$ cat config.mk
export PLATFORM = sky130hd
export DESIGN_NAME = date_set_ctrl
export DESIGN_NICKNAME = d
export VERILOG_FILES = /design/src/rtl/date_set_ctrl.sv
export SDC_FILE = /design/constraint.sdc
export NUM_CORES = 1
export LEC_CHECK = 0
export CAP_MARGIN = 20
export CORE_ASPECT_RATIO = 2
export CORE_MARGIN = 2
export CORE_UTILIZATION = 60
export CTS_BUF_LIST = sky130_fd_sc_hd__clkbuf_8
export DETAILED_ROUTE_END_ITERATION = 8
export PLACE_DENSITY = 0.94
export SLEW_MARGIN = 20
export SYNTH_ARGS = -nofsm -noshare
export SYNTH_HDL_FRONTEND = slang
export SYNTH_SLANG_ARGS = --single-unit
$ cat constraint.sdc
create_clock -name clk -period 13.14 [get_ports clk]
set_clock_uncertainty 0.15 [all_clocks]
set_input_delay 2.628 -clock clk [delete_from_list [all_inputs] [get_ports clk]]
set_output_delay 2.628 -clock clk [all_outputs]
set_load 0.03 [all_outputs]
$ cat src/rtl/date_set_ctrl.sv
// date_set_ctrl: user date-entry controller for the century clock.
// Edits year/month/day in BCD from the current calendar date, clamps the
// day to the edited month and loads the binary date over valid/ready.
// Optional feature macro: DATE_SET_LEAP_EN (February has 29 days in years
// divisible by 4; year 00 counts as leap).
module date_set_ctrl #(
    parameter int unsigned SEED_YEAR = 0
) (
    input  logic       clk,
    input  logic       rst_n,
    input  logic       set_req,
    input  logic       inc,
    input  logic       dec,
    input  logic       next,
    input  logic       abort,
    input  logic [3:0] cur_day_1,
    input  logic [1:0] cur_day_10,
    input  logic [3:0] cur_mon_1,
    input  logic [1:0] cur_mon_10,
    input  logic [3:0] cur_year_1,
    input  logic [3:0] cur_year_10,
    output logic [3:0] edit_day_1,
    output logic [1:0] edit_day_10,
    output logic [3:0] edit_mon_1,
    output logic [1:0] edit_mon_10,
    output logic [3:0] edit_year_1,
    output logic [3:0] edit_year_10,
    output logic [1:0] field,
    output logic       load_valid,
    input  logic       load_ready,
    output logic [4:0] load_day,
    output logic [3:0] load_mon,
    output logic [6:0] load_year
);

    typedef enum logic [2:0] {IDLE, YEAR, MON, DAY, LOAD} state_t;

    localparam logic [6:0] SEED_BIN = 7'(SEED_YEAR);
    localparam logic [7:0] SEED_BCD = {4'(SEED_BIN / 7'd10), 4'(SEED_BIN % 7'd10)};

    function automatic logic [6:0] bcd2bin(input logic [3:0] tens, input logic [3:0] ones);
        bcd2bin = 7'(tens) * 7'd10 + 7'(ones);
    endfunction

    function automatic logic [7:0] bin2bcd(input logic [6:0] v);
        bin2bcd = {4'(v / 7'd10), 4'(v % 7'd10)};
    endfunction

    function automatic logic [6:0] month_max(input logic [6:0] mon, input logic leap);
        case (mon)
            7'd2:                    month_max = leap ? 7'd29 : 7'd28;
            7'd4, 7'd6, 7'd9, 7'd11: month_max = 7'd30;
            default:                 month_max = 7'd31;
        endcase
    endfunction

    state_t     state_q, state_d;
    logic [6:0] day_bin, mon_bin, year_bin;
    logic [6:0] day_d, mon_d, year_d;
    logic [6:0] seed_day, seed_mon, seed_year;
    logic [6:0] max_cur;
    logic [7:0] day_bcd, mon_bcd, year_bcd;
    logic [1:0] field_d;
    logic       leap;
    logic       step;

    assign day_bin  = bcd2bin({2'b00, edit_day_10}, edit_day_1);
    assign mon_bin  = bcd2bin({2'b00, edit_mon_10}, edit_mon_1);
    assign year_bin = bcd2bin(edit_year_10, edit_year_1);

`ifdef DATE_SET_LEAP_EN
    assign leap = (year_bin[1:0] == 2'b00);
`else
    assign leap = 1'b0;
`endif

    assign max_cur = month_max(mon_bin, leap);
    assign step    = inc ^ dec;

    // Seed values from the current date, replacing any illegal field
    always_comb begin
        seed_year = bcd2bin(cur_year_10, cur_year_1);
        if (cur_year_10 > 4'd9 || cur_year_1 > 4'd9) seed_year = SEED_BIN;
        seed_mon = bcd2bin({2'b00, cur_mon_10}, cur_mon_1);
        if (cur_mon_1 > 4'd9 || seed_mon == 7'd0 || seed_mon > 7'd12) seed_mon = 7'd1;
        seed_day = bcd2bin({2'b00, cur_day_10}, cur_day_1);
        if (cur_day_1 > 4'd9 || seed_day == 7'd0 || seed_day > 7'd31) seed_day = 7'd1;
    end

    // Next state, field edits (abort > next > inc/dec) and day clamp
    always_comb begin
        state_d = state_q;
        day_d   = day_bin;
        mon_d   = mon_bin;
        year_d  = year_bin;
        case (state_q)
            IDLE: begin
                if (set_req) begin
                    state_d = YEAR;
                    year_d  = seed_year;
                    mon_d   = seed_mon;
                    day_d   = seed_day;
                end
            end
            YEAR: begin
                if (abort)     state_d = IDLE;
                else if (next) state_d = MON;
                else if (step) begin
                    if (inc) year_d = (year_bin >= 7'd99) ? 7'd0 : year_bin + 7'd1;
                    else     year_d = (year_bin == 7'd0) ? 7'd99 : year_bin - 7'd1;
                end
            end
            MON: begin
                if (abort)     state_d = IDLE;
                else if (next) state_d = DAY;
                else if (step) begin
                    if (inc) mon_d = (mon_bin >= 7'd12) ? 7'd1 : mon_bin + 7'd1;
                    else     mon_d = (mon_bin <= 7'd1) ? 7'd12 : mon_bin - 7'd1;
                end
            end
            DAY: begin
                if (abort)     state_d = IDLE;
                else if (next) state_d = LOAD;
                else if (step) begin
                    if (inc) day_d = (day_bin >= max_cur) ? 7'd1 : day_bin + 7'd1;
                    else     day_d = (day_bin <= 7'd1) ? max_cur : day_bin - 7'd1;
                end
            end
            LOAD: begin
                if (load_ready) state_d = IDLE;
            end
            default: state_d = IDLE;
        endcase
        // Leaving YEAR or MON re-fits the day to the edited month and year
        if ((state_q == YEAR || state_q == MON) && state_d != state_q && day_d > max_cur)
            day_d = max_cur;
    end

    // Output encodings derived from the next state and next edit values
    always_comb begin
        day_bcd  = bin2bcd(day_d);
        mon_bcd  = bin2bcd(mon_d);
        year_bcd = bin2bcd(year_d);
        case (state_d)
            YEAR:    field_d = 2'b01;
            MON:     field_d = 2'b10;
            DAY:     field_d = 2'b11;
            default: field_d = 2'b00;
        endcase
    end

    // State, edit registers and registered load outputs
    always_ff @(posedge clk or negedge rst_n) begin
        if (!rst_n) begin
            state_q      <= IDLE;
            edit_day_10  <= 2'd0;
            edit_day_1   <= 4'd1;
            edit_mon_10  <= 2'd0;
            edit_mon_1   <= 4'd1;
            edit_year_10 <= SEED_BCD[7:4];
            edit_year_1  <= SEED_BCD[3:0];
            field        <= 2'b00;
            load_valid   <= 1'b0;
            load_day     <= 5'd1;
            load_mon     <= 4'd1;
            load_year    <= SEED_BIN;
        end else begin
            state_q      <= state_d;
            edit_day_10  <= 2'(day_bcd[7:4]);
            edit_day_1   <= day_bcd[3:0];
            edit_mon_10  <= 2'(mon_bcd[7:4]);
            edit_mon_1   <= mon_bcd[3:0];
            edit_year_10 <= year_bcd[7:4];
            edit_year_1  <= year_bcd[3:0];
            field        <= field_d;
            load_valid   <= (state_d == LOAD);
            load_day     <= 5'(day_d);
            load_mon     <= 4'(mon_d);
            load_year    <= year_d;
        end
    end

endmodule

==> results.txt <==
H-tree depth - 2
CTS Buf Count - 5
Hold WS - 0.5342 ns
Reg area - 978.4 um^2
Reg clk slew, reported paths - 0.09 ns
hold buffers post-CTS - 0
antenna violations before repair - 0
number of fill cells - 677
TritonRoute pass-1 iters - 6
commonest non-fill, non-tap cell in the layout - clkdlybuf4s50_1
port bufs - 66
worst-skew pair later-pin latency - 0.31 ns
gpl congestion - 1.000
Crit. End Element - register
main flop type after synthesis - dfrtp_1
Post-CTS Setup Bufs - 0
Slew Viols, Final - 0
final hold vios - 0
Initial Utilization - 61.88%
Core ar. - 8292 um^2
Syn Inst Count - 631
via count - 5390
Syn Std Cell Area - 5131 um^2
critical path type - in -> reg
diode count - 0
Avg WL per Cell - 21.33 um
Final Cycle Share - 66.69%
Remaining Overflow, GRT - 0
die area - 9352 um^2
root buffer cell - clkbuf_8
Synth-to-Final Area Change - 14.29%
Longest Clk Path Bufs - 2
multi-input logic area - 3826 um^2
final setup TNS - 0 ns
Max-Cap Viols - 0
Syn Nets - 710
iteration-0 DRC count of the detailed router - 489
Crit Path Max Fanout - 7
Relative slew margins - 30.56%
Total GRT Usage - 35.41%
first-pass GRT wire length - 26.53 mm
nets - 756
pin count of the biggest net entering global routing - 40
Routed WL - 16.56 mm
status - completed
Sink Count - 39
Via density - 6.946
chip width - 69.39 um
highest clock rate - 114.1 MHz
synth warn - 0
post-CTS sizing - 0
most frequent cells in the layout - clkdlybuf4s50_1 (65), a21oi_1 (47), inv_1 (44), nand2_1 (43), ha_1 (43)
crit start category - input pin
DRT antenna net count - 0
#FFs+latches synth - 39
Post-route DRC - 0
RSZ-0062 raised after global routing - no
sequential share of the synthesized area - 19.07%
I/O pins - 67
Die Ht - 134.8 um
setup slack, reg-to-reg - 5.40 ns
Tmin final - 8.763 ns
row cnt - 47
share of cells above drive strength 1 - 6.342%
Worst EP arrival - 8.85 ns
Setup Viol. Count Final - 0
vias in the first global route - 5474
Post-synth EDFFs - 0
mean post-synth cell area - 8.132 um^2
Slew @ Worst Pin - 1.039 ns
Netlist cell types - 97
Req. time, crit path - 13.22 ns
Post-DP HPWL - 13.14 mm
Hold Crit Class - reg -> reg
asr flop ratio synth - 100.0%
TritonCTS clock tree - built
worst paths after layout:
check / from / to / cells past startpoint
worst min register to register: load_mon[0] / load_mon[0] / 1
max in group asynchronous: rst_n / edit_day_10[1] / 1
worst max-delay path: cur_day_10[1] / edit_day_1[2] / 27
min in group asynchronous: rst_n / load_day[4] / 1
worst min-delay path: load_mon[0] / load_mon[0] / 1
worst max register to register: edit_mon_10[0] / edit_day_1[2] / 30
synth_stat cells (5+ instances only):
| library cell | n | area share, % |
|---|---|---|
| a21o_1 | 11 | 1.6 |
| o2111ai_1 | 7 | 1.2 |
| o22ai_1 | 8 | 0.98 |
| a211oi_1 | 7 | 1.0 |
| o21a_1 | 10 | 1.5 |
| nor2_1 | 39 | 2.9 |
| a211o_1 | 5 | 0.85 |
| nand3_1 | 17 | 1.7 |
| buf_2 | 6 | 0.59 |
| fa_1 | 8 | 3.1 |
| xnor2_1 | 19 | 3.2 |
| mux2_2 | 6 | 1.3 |
| clkbuf_1 | 15 | 1.1 |
| nand2b_1 | 12 | 1.5 |
| o211ai_1 | 9 | 1.3 |
| o21ai_0 | 38 | 3.7 |
| ha_1 | 43 | 10 |
| and3_1 | 6 | 0.73 |
| nand2_1 | 43 | 3.1 |
| a22oi_1 | 5 | 0.73 |
| mux2i_1 | 12 | 2.3 |
| xor2_1 | 12 | 2.0 |
| nor2b_1 | 5 | 0.61 |
| nand4_1 | 11 | 1.3 |
| o41ai_1 | 5 | 0.85 |
| inv_1 | 44 | 3.2 |
| and2_1 | 7 | 0.85 |
| dfrtp_1 | 37 | 18 |
| o21ai_1 | 5 | 0.49 |
| a31oi_1 | 11 | 1.3 |
| nor3_1 | 18 | 1.8 |
| a21oi_1 | 47 | 4.6 |
worst max-delay path, stage by stage:
cell	delay, ns
clkdlybuf4s50_1	0.63
inv_1	0.15
fa_1	0.46
nor2b_1	0.21
o221a_2	0.25
a211oi_4	0.05
o41ai_1	0.31
nand2_1	0.12
a21oi_1	0.42
nor2_2	0.18
inv_1	0.11
ha_1	0.23
inv_1	0.09
o221ai_1	0.14
nand2_1	0.09
a2bb2oi_1	0.30
ha_1	0.28
nand3_1	0.11
mux2_4	0.30
a21oi_2	0.26
xnor2_1	0.19
ha_1	0.32
nand2_1	0.10
o32a_1	0.30
o311ai_0	0.10
o31a_1	0.28
mux2i_1	0.22
metal layers:
metal / global-route usage, % / wire length, um / vias to the layer above
met5: 0 / 0 / -
met4: 25.38 / 1280 / 0
met3: 3.806 / 764 / 101
met2: 69.93 / 9236 / 284
met1: 32.24 / 5273 / 2532
li1: - / - / 2473
sequential cells by signal (all words and copies together) (netlist names):
name,cells
field,2
edit_mon_1,3
edit_year_1,3
edit_day_1,3
load_mon,4
load_valid,1
state_q,3
edit_year_10,4
load_year,7
edit_mon_10,2
edit_day_10,2
load_day,5
final cells by class:
cell class | instances | share of cell area, %
clock inverter | 3 | 0.4267
inverter | 46 | 2.944
multi-input combinational | 517 | 65.24
timing repair buffer | 68 | 11.44
tap | 98 | 2.091
sequential | 39 | 16.68
clock buffer | 5 | 1.173
kinds of logic after synthesis:
logic type / synth area share, %
compound gates: 31.82
xor+xnor: 6.072
fa+ha+maj: 14.00
buf+inv: 6.364
flops: 19.07
mux: 4.243
simple gates: 18.44
through the flow:
step	std cells	util (%)	instance area (um^2)	setup WS, ns
2_1_floorplan	631	-	5131	5.669
3_3_place_gp	768	69.59	5771	4.641
3_5_place_dp	768	69.59	5771	4.190
4_1_cts	776	70.73	5864	4.496
5_1_grt	776	70.73	5864	3.976
6_report	776	70.73	5864	4.377
Power is not shown: default switching activity piles up to over one toggle a cycle in this logic, so the estimate is an artifact.
